`config.mk`:
```
export PLATFORM = sky130hd
export DESIGN_NAME = pipe_stage_skid_reg
export DESIGN_NICKNAME = d
export VERILOG_FILES = /design/src/rtl/pipe_stage_skid_reg.sv
export SDC_FILE = /design/constraint.sdc
export NUM_CORES = 1
export LEC_CHECK = 0
export ABC_AREA = 1
export CAP_MARGIN = 40
export CORE_ASPECT_RATIO = 1.25
export CORE_MARGIN = 2
export CORE_UTILIZATION = 45
export CTS_CLUSTER_DIAMETER = 200
export DETAILED_ROUTE_END_ITERATION = 8
export PLACE_DENSITY = 0.73
export SLEW_MARGIN = 20
export SYNTH_ARGS = -nofsm -noshare
export SYNTH_HDL_FRONTEND = slang
export SYNTH_SLANG_ARGS = --single-unit
```
`constraint.sdc`:
```
create_clock -name clk -period 3.2 [get_ports clk]
set_clock_uncertainty 0.1 [all_clocks]
set_input_delay 0.96 -clock clk [delete_from_list [all_inputs] [get_ports clk]]
set_output_delay 0.96 -clock clk [all_outputs]
set_load 0.02 [all_outputs]
```
`src/rtl/pipe_stage_skid_reg.sv`:
```
// Inter-stage pipeline register with a 2-entry skid buffer, flush-to-bubble and a
// saturating stall counter. All outputs come straight from flops.
module pipe_stage_skid_reg #(
  parameter int DATA_W            = 64,
  parameter int CTRL_W            = 8,
  parameter int CLR_DATA_ON_FLUSH = 0,
  parameter int CNT_W             = 16
) (
  input  logic              clk,
  input  logic              rst,
  input  logic              in_valid,
  output logic              in_ready,
  input  logic [DATA_W-1:0] in_data,
  input  logic [CTRL_W-1:0] in_ctrl,
  input  logic              flush,
  output logic              out_valid,
  input  logic              out_ready,
  output logic [DATA_W-1:0] out_data,
  output logic [CTRL_W-1:0] out_ctrl,
  output logic [1:0]        occupancy,
  output logic [CNT_W-1:0]  stall_cnt,
  input  logic              stall_clr
);

  localparam logic [1:0] ST_EMPTY = 2'd0;
  localparam logic [1:0] ST_ONE   = 2'd1;
  localparam logic [1:0] ST_FULL  = 2'd2;

  logic [1:0]        state_q, state_d;
  logic              m_vld_q, m_vld_d;
  logic [DATA_W-1:0] m_data_q, m_data_d;
  logic [CTRL_W-1:0] m_ctrl_q, m_ctrl_d;
  logic              s_vld_q, s_vld_d;
  logic [DATA_W-1:0] s_data_q, s_data_d;
  logic [CTRL_W-1:0] s_ctrl_q, s_ctrl_d;
  logic [CNT_W-1:0]  stall_cnt_q, stall_cnt_d;

  logic in_fire;
  logic out_fire;

  function automatic logic [CNT_W-1:0] sat_inc(input logic [CNT_W-1:0] v);
    sat_inc = (&v) ? v : v + {{(CNT_W-1){1'b0}}, 1'b1};
  endfunction

  // in_ready depends only on registered state, so no ready path runs through the stage
  assign in_ready  = (state_q != ST_FULL);
  assign in_fire   = in_valid & in_ready;
  assign out_fire  = m_vld_q & out_ready;

  assign out_valid = m_vld_q;
  assign out_data  = m_data_q;
  assign out_ctrl  = m_ctrl_q;
  assign occupancy = state_q;
  assign stall_cnt = stall_cnt_q;

  always_comb begin
    state_d  = state_q;
    m_vld_d  = m_vld_q;
    m_data_d = m_data_q;
    m_ctrl_d = m_ctrl_q;
    s_vld_d  = s_vld_q;
    s_data_d = s_data_q;
    s_ctrl_d = s_ctrl_q;

    case (state_q)
      ST_EMPTY: begin
        if (in_fire) begin
          state_d  = ST_ONE;
          m_vld_d  = 1'b1;
          m_data_d = in_data;
          m_ctrl_d = in_ctrl;
        end
      end
      ST_ONE: begin
        if (in_fire && out_fire) begin
          m_data_d = in_data;
          m_ctrl_d = in_ctrl;
        end else if (in_fire) begin
          state_d  = ST_FULL;
          s_vld_d  = 1'b1;
          s_data_d = in_data;
          s_ctrl_d = in_ctrl;
        end else if (out_fire) begin
          // ctrl is cleared on drain so an empty stage always presents a bubble
          state_d  = ST_EMPTY;
          m_vld_d  = 1'b0;
          m_ctrl_d = '0;
        end
      end
      ST_FULL: begin
        if (out_fire) begin
          state_d  = ST_ONE;
          m_data_d = s_data_q;
          m_ctrl_d = s_ctrl_q;
          s_vld_d  = 1'b0;
          s_ctrl_d = '0;
        end
      end
      default: begin
        state_d  = ST_EMPTY;
        m_vld_d  = 1'b0;
        m_ctrl_d = '0;
        s_vld_d  = 1'b0;
        s_ctrl_d = '0;
      end
    endcase

    // Flush wins over any simultaneous transfer; the incoming word is dropped
    if (flush) begin
      state_d  = ST_EMPTY;
      m_vld_d  = 1'b0;
      m_ctrl_d = '0;
      s_vld_d  = 1'b0;
      s_ctrl_d = '0;
      if (CLR_DATA_ON_FLUSH != 0) begin
        m_data_d = '0;
        s_data_d = '0;
      end
    end
  end

  always_comb begin
    stall_cnt_d = stall_cnt_q;
    if (stall_clr)
      stall_cnt_d = '0;
    else if (m_vld_q && !out_ready)
      stall_cnt_d = sat_inc(stall_cnt_q);
  end

  always_ff @(posedge clk or negedge rst) begin
    if (!rst) begin
      state_q     <= ST_EMPTY;
      m_vld_q     <= 1'b0;
      m_data_q    <= '0;
      m_ctrl_q    <= '0;
      s_vld_q     <= 1'b0;
      s_data_q    <= '0;
      s_ctrl_q    <= '0;
      stall_cnt_q <= '0;
    end else begin
      state_q     <= state_d;
      m_vld_q     <= m_vld_d;
      m_data_q    <= m_data_d;
      m_ctrl_q    <= m_ctrl_d;
      s_vld_q     <= s_vld_d;
      s_data_q    <= s_data_d;
      s_ctrl_q    <= s_ctrl_d;
      stall_cnt_q <= stall_cnt_d;
    end
  end

endmodule

```
==> reports/metrics.csv, run 1 <==
stage,metric,value,unit
synthesis,syn_nets,875,
final_layout,nets,1038,
synthesis,synthCells,796,
setup_path,ff2ff_path_depth,7,
synthesis,synth_fa_ha_area_frac,0.00170,
drt,vias_per_cell,5.09,
global_route,track_usage,0.209,
synthesis,ys_types,35,
clock_tree,insertion_delay,0.43,ns
sta,fin_crit,2.79,ns
floorplan,start_util,0.457,
clock_tree,cts_setup_buffers,0,
synthesis,ys_warn_count,0,
setup_path,crit_chain,inv_2 -> nand2_2 -> clkdlybuf4s50_1,
setup_path,crit_buf_inv,2,
power_and_ir_drop,leakagePower,4.31,nW
synthesis,synth_area,7370,sq um
global_route,grt_max_degree,79,
setup_path,crit_required,2.14,ns
synthesis,synth_ff_type,dfrtp_1,
clock_tree,clk_pin_slew,0.06,ns
sta,period_share,0.873,
setup_path,r2r_end,out_data[37],
floorplan,ios,170,
worst_hold_path,hold_class,flip-flop to flip-flop,
synthesis,ys_seq_area_frac,0.553,
sta,slew_violations,0,
setup_path,r2r_start,occupancy[0],
synthesis,synth-xor-area-share,0.00475,
floorplan,die_h,147,microns
setup_path,cp.arrival,1.73,ns
synthesis,synth_edf_count,0,
drt,drt_iter0_drc,348,
sta,hold_ws,0.381,ns
setup_path,cpPeakStageDelay,0.67,ns
global_route,antenna_found_initial,0,
power_and_ir_drop,p_per_area,868,nW/um^2
sta,tns,0,ns
placed_design,hpwl,11.9,mm
drt,wl_per_cell,14.8,microns
setup_path,path_depth,3,
clock_tree,htreeDepth,4,
final_layout,area_delta_synth_final,34.6,%
clock_tree,cts_tree,done,
final_layout,drive_above_1_share,0.125,
drt,wl,17.6,mm
synthesis,muxShareOfSynthArea,0.0978,
synthesis,synth_top_family_by_area,simple AND/OR/NAND/NOR gates,
clock_tree,cts_resized,0,
clock_tree,hold_buffers,0,
status,status,"finished, final reports clean",
setup_path,rrSetupSlack,0.73,ns
final_layout,final_core_util,0.615,
synthesis,synth-simple-area-share,0.226,
worst_hold_path,hold_end,out_ctrl[5],
setup_path,worstSetupEndpointType,output pin,
floorplan,die-area,17400,sq um
sta,slew_headroom,0.473,
setup_path,path_class,flip-flop to output pin,
run,max_cap_viol_count,0,
clock_tree,numCtsBuffers,17,
final_layout,antennaDiodeCount,0,
clock_tree,clockBufferDepth,2,
sta,fmax,0.358,GHz
synthesis,yosys_register_bits,163,
placed_design,port_buffers,169,
floorplan,row_count,52,
setup_path,critPathTopFamily,buffers and inverters,
setup_path,worst-path-max-fanout,5,
global_route,grt_pass1_wl,29.1,mm
worst_hold_path,whs_path_depth,2,
sta,finalSetupViolCount,0,
clock_tree,cts-root-buf,clkbuf_16,
drt,antenna_left,0,
worst_hold_path,holdCritStartpoint,out_ctrl[5],
clock_tree,cts_sinks,163,
setup_path,worst_setup_path_start_kind,flip-flop,
power_and_ir_drop,worst_ir_drop_vdd,442,uV
floorplan,die_w,118,microns
sta,tightest_slew,0.791,ns
synthesis,async_flop_share,1.00,
drt,drc_errors,0,
sta,rsz0062_at_grt,no,
synthesis,synth_compound_area_frac,0.0771,
global_route,grt_pass1_vias,5758,
placed_design,gp_congestion,0.860,
global_route,grt_overflow,0,
setup_path,cp_slowest_cell,clkdlybuf4s50_1,
drt,vias,6041,
synthesis,syn_area_per_cell,9.26,sq um
drt,firstDrtPassIters,5,
floorplan,coreArea,16100,sq um
final_layout,num-fill-cells,1438,
sta,hold_viol_final,0,
[where the power goes]
| group | switching (mW) | internal (mW) |
|---|---|---|
| Combinational | 1.60 | 1.52 |
| Sequential | 0.459 | 2.93 |
| Clock | 0.828 | 1.27 |
| Total | 2.88 | 5.73 |
[per-stage QoR]
stage               power, mW  setup WS [ns]  std cells  cell area (sq um)
finish                   8.61          0.408       1187               9920
global route             9.11          0.353       1187               9920
CTS                      8.68          0.393       1187               9920
detailed placement       6.57          0.403       1156               9310
global placement         6.47          0.421       1156               9310
floorplan                5.14           1.01        796               7370
[kinds of logic (layout without fill, tap and decap cells)]
group | after synthesis | after routing
DFF | 163 | 163
xor gates and xnor gates | 4 | 4
and+or+nand+nor | 411 | 411
buffers and inverters | 62 | 237
AOI/OAI and AO/OA | 91 | 91
muxes | 64 | 64
adders and majority gates | 1 | 1
[worst max-delay path by stage]
| stage | start | end |
|---|---|---|
| 3_5_place_dp | out_ready | s_data_q[2] |
| 6_report | occupancy[0] | in_ready |
| 5_1_grt | occupancy[1] | in_ready |
| 3_3_place_gp | out_ready | s_data_q[13] |
| 4_1_cts | occupancy[0] | in_ready |
| 2_1_floorplan | occupancy[0] | in_ready |
[sequential cells by signal (all words and copies together), names as in the netlist]
name       flops
occupancy      2
out_ctrl       8
out_data      64
out_valid      1
s_ctrl_q       8
s_data_q      64
stall_cnt     16
[cell type report]
type	instances	area, sq um	share of cell area
sequential	163	4080	0.411
multi-input combinational	571	3000	0.303
timing repair buffer	183	1870	0.189
clock buffer	20	457	0.0460
tap	216	270	0.0272
clock inverter	11	153	0.0154
inverter	23	87.6	0.00883
[layer usage]
| layer | GRT usage | wire length (microns) | part of all wire |
|---|---|---|---|
| met5 | 0 | 0 | 0 |
| met2 | 0.360 | 9200 | 0.52 |
| met1 | 0.264 | 7420 | 0.42 |
| met4 | 0.0679 | 294 | 0.017 |
| met3 | 0.0427 | 643 | 0.037 |
[cells in the final DEF (no fill, tap or decap), types with 2 or more instances in the layout]
| cell type | synthesis | routed |
|---|---|---|
| nand4_1 | 4 | 4 |
| bufinv_16 | 0 | 3 |
| clkinv_4 | 0 | 4 |
| inv_6 | 0 | 2 |
| inv_1 | 17 | 17 |
| o21bai_1 | 4 | 4 |
| dfrtp_1 | 163 | 163 |
| nand3b_1 | 4 | 4 |
| or2_2 | 2 | 2 |
| nor2_4 | 2 | 2 |
| xor2_1 | 3 | 3 |
| o21ai_0 | 16 | 16 |
| mux2_1 | 5 | 5 |
| nor2_2 | 2 | 2 |
| mux2_2 | 59 | 59 |
| nor2_1 | 100 | 100 |
| buf_4 | 4 | 8 |
| buf_12 | 0 | 6 |
| nand3_1 | 37 | 37 |
| nand2_1 | 255 | 255 |
| a31oi_1 | 64 | 64 |
| inv_2 | 5 | 4 |
| clkbuf_16 | 0 | 17 |
| clkbuf_8 | 0 | 2 |
| clkdlybuf4s50_1 | 0 | 168 |
| nand2_2 | 2 | 2 |
| clkinv_2 | 0 | 3 |
[cell usage after synthesis (2+ instances only)]
library cell | instances | area (sq um)
mux2_1 | 5 | 56.3
nand3b_1 | 4 | 30.0
buf_6 | 3 | 33.8
nor2_2 | 2 | 12.5
nand4_1 | 4 | 25.0
mux2_2 | 59 | 664
inv_1 | 17 | 63.8
nand2_2 | 2 | 12.5
inv_2 | 5 | 18.8
a31oi_1 | 64 | 400
o21bai_1 | 4 | 30.0
or2_2 | 2 | 12.5
clkbuf_1 | 15 | 56.3
xor2_1 | 3 | 26.3
nor2_1 | 100 | 375
dfrtp_1 | 163 | 4080
nor2_4 | 2 | 22.5
buf_4 | 4 | 30.0
buf_2 | 17 | 85.1
nand2_1 | 255 | 957
o21ai_0 | 16 | 80.1
nand3_1 | 37 | 185
[worst reg2reg max path: stages (launching register included)]
cell     delay [ns]
dfrtp_1        0.46
inv_2          0.11
nand2_2        0.08
buf_4          0.61
inv_2          0.43
buf_12         0.30
nand2_1        0.16
a31oi_1        0.09
Power figures use the tool's default switching activity.
==> run 2, diff against run 1 <==
CORE_MARGIN = unset   (was 2)
==> reports/metrics.csv, run 2 (synthesis results as in run 1) <==
stage,metric,value,unit,change
clock_tree,htreeDepth,4,,unchanged
final_layout,final_common_cell,nand2_1,,
drt,drc_errors,0,,unchanged
floorplan,start_util,0.466,,+0.00896
power_and_ir_drop,leakagePower,4.33,nW,+0.40%
floorplan,coreArea,15800,sq um,-1.9%
global_route,track_usage,0.227,,+0.0184
clock_tree,cts_resized,0,,unchanged
setup_path,ff2ff_path_depth,10,,+3
power_and_ir_drop,seq_power_share,0.389,,-0.005
setup_path,worst-path-max-fanout,5,,unchanged
final_layout,drive_above_1_share,0.128,,+0.00359
global_route,grt_pass1_wl,29.7,mm,+2.2%
drt,vias,6109,,+1.1%
floorplan,ios,170,,unchanged
sta,tns,0,ns,unchanged
clock_tree,cts_setup_buffers,0,,unchanged
sta,slew_headroom,0.479,,+0.00594
placed_design,hpwl,11.7,mm,-1.3%
floorplan,row_count,51,,-1.9%
floorplan,die-area,16900,sq um,-3.0%
clock_tree,clk_pin_slew,0.06,ns,about the same
sta,hold_viol_final,0,,unchanged
clock_tree,cts-root-buf,clkbuf_16,,
final_layout,area_delta_synth_final,34.9,%,
clock_tree,cts_tree,done,,
setup_path,worst_setup_path_start_kind,flip-flop,,
final_layout,seq_area,4080,sq um,unchanged
drt,firstDrtPassIters,4,,-1
power_and_ir_drop,p_comb_frac,0.360,,-0.002
power_and_ir_drop,clockPowerShare,0.250,,+0.006
final_layout,multi_input_area,3000,sq um,unchanged
setup_path,rrSetupSlack,0.79,ns,+0.06 ns
power_and_ir_drop,worst_ir_drop_vdd,440,uV,-0.41%
drt,wl_per_cell,15.1,microns,+2.0%
global_route,grt_overflow,0,,unchanged
final_layout,nets,1041,,+0.29%
clock_tree,clockBufferDepth,2,,unchanged
setup_path,crit_required,2.14,ns,about the same
drt,drt_iter0_drc,317,,-8.9%
final_layout,num-fill-cells,1380,,-4.0%
sta,tightest_slew,0.782,ns,-0.00891 ns
power_and_ir_drop,p_per_area,877,nW/um^2,+1.0%
final_layout,layout.cells.most_common_list,"nand2_1, clkdlybuf4s50_1, dfrtp_1",,
clock_tree,hold_buffers,0,,unchanged
placed_design,port_buffers,169,,unchanged
floorplan,die_w,116,microns,-1.7%
floorplan,die_h,145,microns,-1.4%
global_route,antenna_found_initial,2,,+2
sta,slew_violations,0,,unchanged
setup_path,r2r_end,s_ctrl_q[7],,
sta,period_share,0.870,,-0.00258
clock_tree,numCtsBuffers,17,,unchanged
sta,hold_ws,0.374,ns,-0.00676 ns
placed_design,gp_congestion,0.842,,-2.1%
global_route,grt_pass1_vias,6078,,+5.6%
run,max_cap_viol_count,0,,unchanged
drt,antenna_left,0,,unchanged
clock_tree,insertion_delay,0.42,ns,about the same
drt,vias_per_cell,5.14,,+0.96%
power_and_ir_drop,power.switching,2.91,mW,+1.1%
setup_path,cp-startpoint,occupancy[0],,
power_and_ir_drop,switching_share,0.334,,-0.000576
setup_path,cp.arrival,1.72,ns,about the same
worst_hold_path,hold_class,primary input to async pin,,
sta,fmax,0.359,GHz,+0.30%
setup_path,path_class,flip-flop to output pin,,
global_route,grt_max_degree,85,,+7.6%
sta,rsz0062_at_grt,no,,
setup_path,r2r_start,occupancy[0],,
setup_path,worstSetupEndpointType,output pin,,
status,status,"finished, final reports clean",,
drt,wl,17.9,mm,+2.2%
sta,finalSetupViolCount,0,,unchanged
clock_tree,cts_sinks,163,,unchanged
sta,fin_crit,2.78,ns,-0.00825 ns
power_and_ir_drop,p_int,5.80,mW,+1.3%
==> run 2: changes by cell type in the layout (fill, tap and decap cells not counted) <==
cell        change
bufinv_16       +1
diode_2         +2
inv_4           +1
buf_12          -2
buf_4           +5
clkinvlp_4      +1
clkinv_4        -2
==> run 2: layout make-up <==
class / instances / area share
diodes: 2 / 0.000503
clock buffers: 20 / 0.0459
clock inverters: 12 / 0.0179
inverters: 23 / 0.00893
multi-input cells: 571 / 0.302
flip-flops and latches: 163 / 0.410
well taps: 212 / 0.0267
repair buffers: 186 / 0.188
==> run 2: power groups by stage <==
stage | clock network, mW | logic, mW | registers, mW
after floorplan | 0 | 1.25 | 3.90
after global placement | 0 | 3.07 | 3.39
after detailed placement | 0 | 3.15 | 3.42
after CTS | 2.23 | 3.17 | 3.40
after global routing | 2.31 | 3.40 | 3.50
final | 2.18 | 3.14 | 3.40
==> run 2: worst max-delay path by stage <==
| stage | slack [ns] | endpoint | depth (start not counted) |
|---|---|---|---|
| floorplan | 1.01 | in_ready | 3 |
| global placement | 0.44 | out_data[48] | 8 |
| detailed placement | 0.38 | out_data[63] | 8 |
| CTS | 0.39 | in_ready | 3 |
| global route | 0.32 | in_ready | 3 |
| finish | 0.42 | in_ready | 3 |
==> run 2: metal layers <==
layer,up-vias,share of wire,GRT usage
met4,0,0.036,0.115
li1,2975,-,-
met3,42,0.054,0.0551
met2,191,0.51,0.384
met5,-,0,0
met1,2901,0.40,0.263
==> run 2: critical path, stage by stage, from the launching register on <==
cell	delay, ns
dfrtp_1	0.45
inv_2	0.11
nand2_2	0.08
clkdlybuf4s50_1	0.66
==> run 2: metrics by stage <==
stage / area [sq um] / worst slack (ns) / cells / total power [mW] / utilization
after floorplan: 7370 / 1.01 / 796 / 5.14 / -
after global placement: 9310 / 0.439 / 1155 / 6.47 / 0.588
after detailed placement: 9310 / 0.380 / 1155 / 6.57 / 0.588
after CTS: 9940 / 0.388 / 1187 / 8.79 / 0.628
after global routing: 9940 / 0.323 / 1189 / 9.22 / 0.628
final: 9940 / 0.416 / 1189 / 8.72 / 0.628
==> run 3, diff against run 2 <==
DONT_BUFFER_PORTS = 1   (was unset)
PLACE_DENSITY = 0.6   (was 0.73)
==> reports/metrics.csv, run 3 (synthesis results as in run 1) <==
stage,metric,value,unit,change
drt,wl_per_cell,15.9,microns,+5.6%
clock_tree,insertion_delay,0.41,ns,about the same
placed_design,gp_congestion,0.816,,-3.0%
final_layout,multi_input_area,3000,sq um,unchanged
sta,tightest_slew,0.787,ns,+0.00484 ns
sta,slew_violations,0,,unchanged
clock_tree,clk_pin_slew,0.06,ns,about the same
status,status,"finished, final reports clean",,
clock_tree,cts_setup_buffers,0,,unchanged
floorplan,die_h,145,microns,unchanged
final_layout,antennaDiodeCount,0,,-2
drt,drt_iter0_drc,245,,-23%
final_layout,nets,861,,-17%
clock_tree,htreeDepth,4,,unchanged
final_layout,drive_above_1_share,0.140,,+0.0118
setup_path,crit_required,2.14,ns,about the same
setup_path,cp.arrival,1.78,ns,+0.06 ns
setup_path,worstSetupEndpointType,output pin,,
clock_tree,hold_buffers,0,,unchanged
floorplan,die_w,116,microns,unchanged
sta,rsz0062_at_grt,no,,
final_layout,final_common_cell,nand2_1,,
final_layout,area_delta_synth_final,10.1,%,
placed_design,dp.cells,975,,-16%
final_layout,num-fill-cells,1516,,+9.9%
global_route,grt_overflow,0,,unchanged
global_route,grt_pass1_wl,26.5,mm,-11%
final_layout,finalNonFillerCells,1005,,-15%
drt,drc_errors,0,,unchanged
drt,antenna_left,0,,unchanged
run,max_cap_viol_count,0,,unchanged
global_route,grt_pass1_vias,5371,,-12%
power_and_ir_drop,total_power,7.52,mW,-14%
setup_path,worst_setup_path_start_kind,flip-flop,,
clock_tree,numCtsBuffers,17,,unchanged
sta,hold_viol_final,0,,unchanged
placed_design,hpwl,10.7,mm,-8.9%
floorplan,row_count,51,,unchanged
global_route,antenna_found_initial,0,,-2
power_and_ir_drop,leakagePower,3.60,nW,-17%
floorplan,die-area,16900,sq um,unchanged
clock_tree,cts-root-buf,clkbuf_16,,
sta,period_share,0.888,,+0.0179
final_layout,layout.cells.most_common_list,"nand2_1, dfrtp_1, nor2_1",,
clock_tree,cts_resized,0,,unchanged
final_layout,seq_area,4080,sq um,unchanged
setup_path,cp_slowest_cell,buf_4,,
clock_tree,clockBufferDepth,2,,unchanged
sta,slew_headroom,0.476,,-0.00322
sta,fin_crit,2.84,ns,+0.0574 ns
setup_path,critPathTopFamily,buffers and inverters,,
setup_path,path_class,flip-flop to output pin,,
placed_design,port_buffers,0,,-100%
drt,vias_per_cell,5.25,,+2.2%
clock_tree,cts_tree,done,,
sta,tns,0,ns,unchanged
setup_path,worst-path-max-fanout,69,,+64
drt,firstDrtPassIters,4,,unchanged
drt,vias,5278,,-14%
floorplan,start_util,0.466,,unchanged
setup_path,cpPeakStageDelay,0.63,ns,-0.03 ns
setup_path,crit_buf_inv,2,,unchanged
floorplan,coreArea,15800,sq um,unchanged
power_and_ir_drop,worst_ir_drop_vdd,376,uV,-15%
drt,wl,16.0,mm,-11%
setup_path,crit_chain,inv_2 -> nand2_2 -> buf_4,,
clock_tree,cts_sinks,163,,unchanged
global_route,track_usage,0.200,,-0.0278
power_and_ir_drop,p_per_area,926,nW/um^2,+5.6%
floorplan,ios,170,,unchanged
worst_hold_path,hold_class,primary input to async pin,,
sta,fmax,0.352,GHz,-2.0%
global_route,grt_max_degree,164,,+93%
sta,finalSetupViolCount,0,,unchanged
-- run 3: worst paths after layout --
check | start | to | slack (ns) | cells past startpoint
max | occupancy[0] | in_ready | 0.36 | 3
min | rst | stall_cnt[3] | 0.14 | 0
max reg2reg | occupancy[0] | s_ctrl_q[6] | 0.65 | 10
min reg2reg | s_data_q[12] | s_data_q[12] | 0.39 | 1
max in group asynchronous | rst | s_data_q[45] | 2.63 | 0
min in group clk | s_data_q[12] | s_data_q[12] | 0.39 | 1
-- run 3: power breakdown --
group | switching [mW] | total, mW | internal (mW)
combinational | 0.729 | 1.42 | 0.688
sequential | 1.12 | 4.05 | 2.93
clock | 0.801 | 2.05 | 1.25
total | 2.65 | 7.52 | 4.86
-- run 3: per-layer routing --
| layer | track usage | up-vias | routed length (microns) |
|---|---|---|---|
| li1 | - | 2608 | - |
| met1 | 0.231 | 2510 | 6490 |
| met2 | 0.332 | 147 | 7880 |
| met3 | 0.0731 | 13 | 1400 |
| met4 | 0.0731 | 0 | 248 |
| met5 | 0 | - | 0 |
-- run 3: through the flow --
stage	hold slack, ns	setup WS [ns]	utilization	area (sq um)
final	0.143	0.359	0.513	8120
after global routing	0.118	0.223	0.513	8120
after CTS	0.124	0.297	0.513	8120
after detailed placement	0.382	0.637	0.475	7520
after global placement	0.376	0.441	0.474	7500
after floorplan	0.365	1.01	-	7370
-- run 3: cell type report --
| cell class | instances | share of cell area |
|---|---|---|
| Tap cell | 212 | 0.0327 |
| Sequential cell | 163 | 0.502 |
| Clock buffer | 19 | 0.0545 |
| Inverter | 23 | 0.0109 |
| Clock inverter | 11 | 0.0188 |
| Timing Repair Buffer | 6 | 0.0111 |
| Multi-Input combinational cell | 571 | 0.370 |
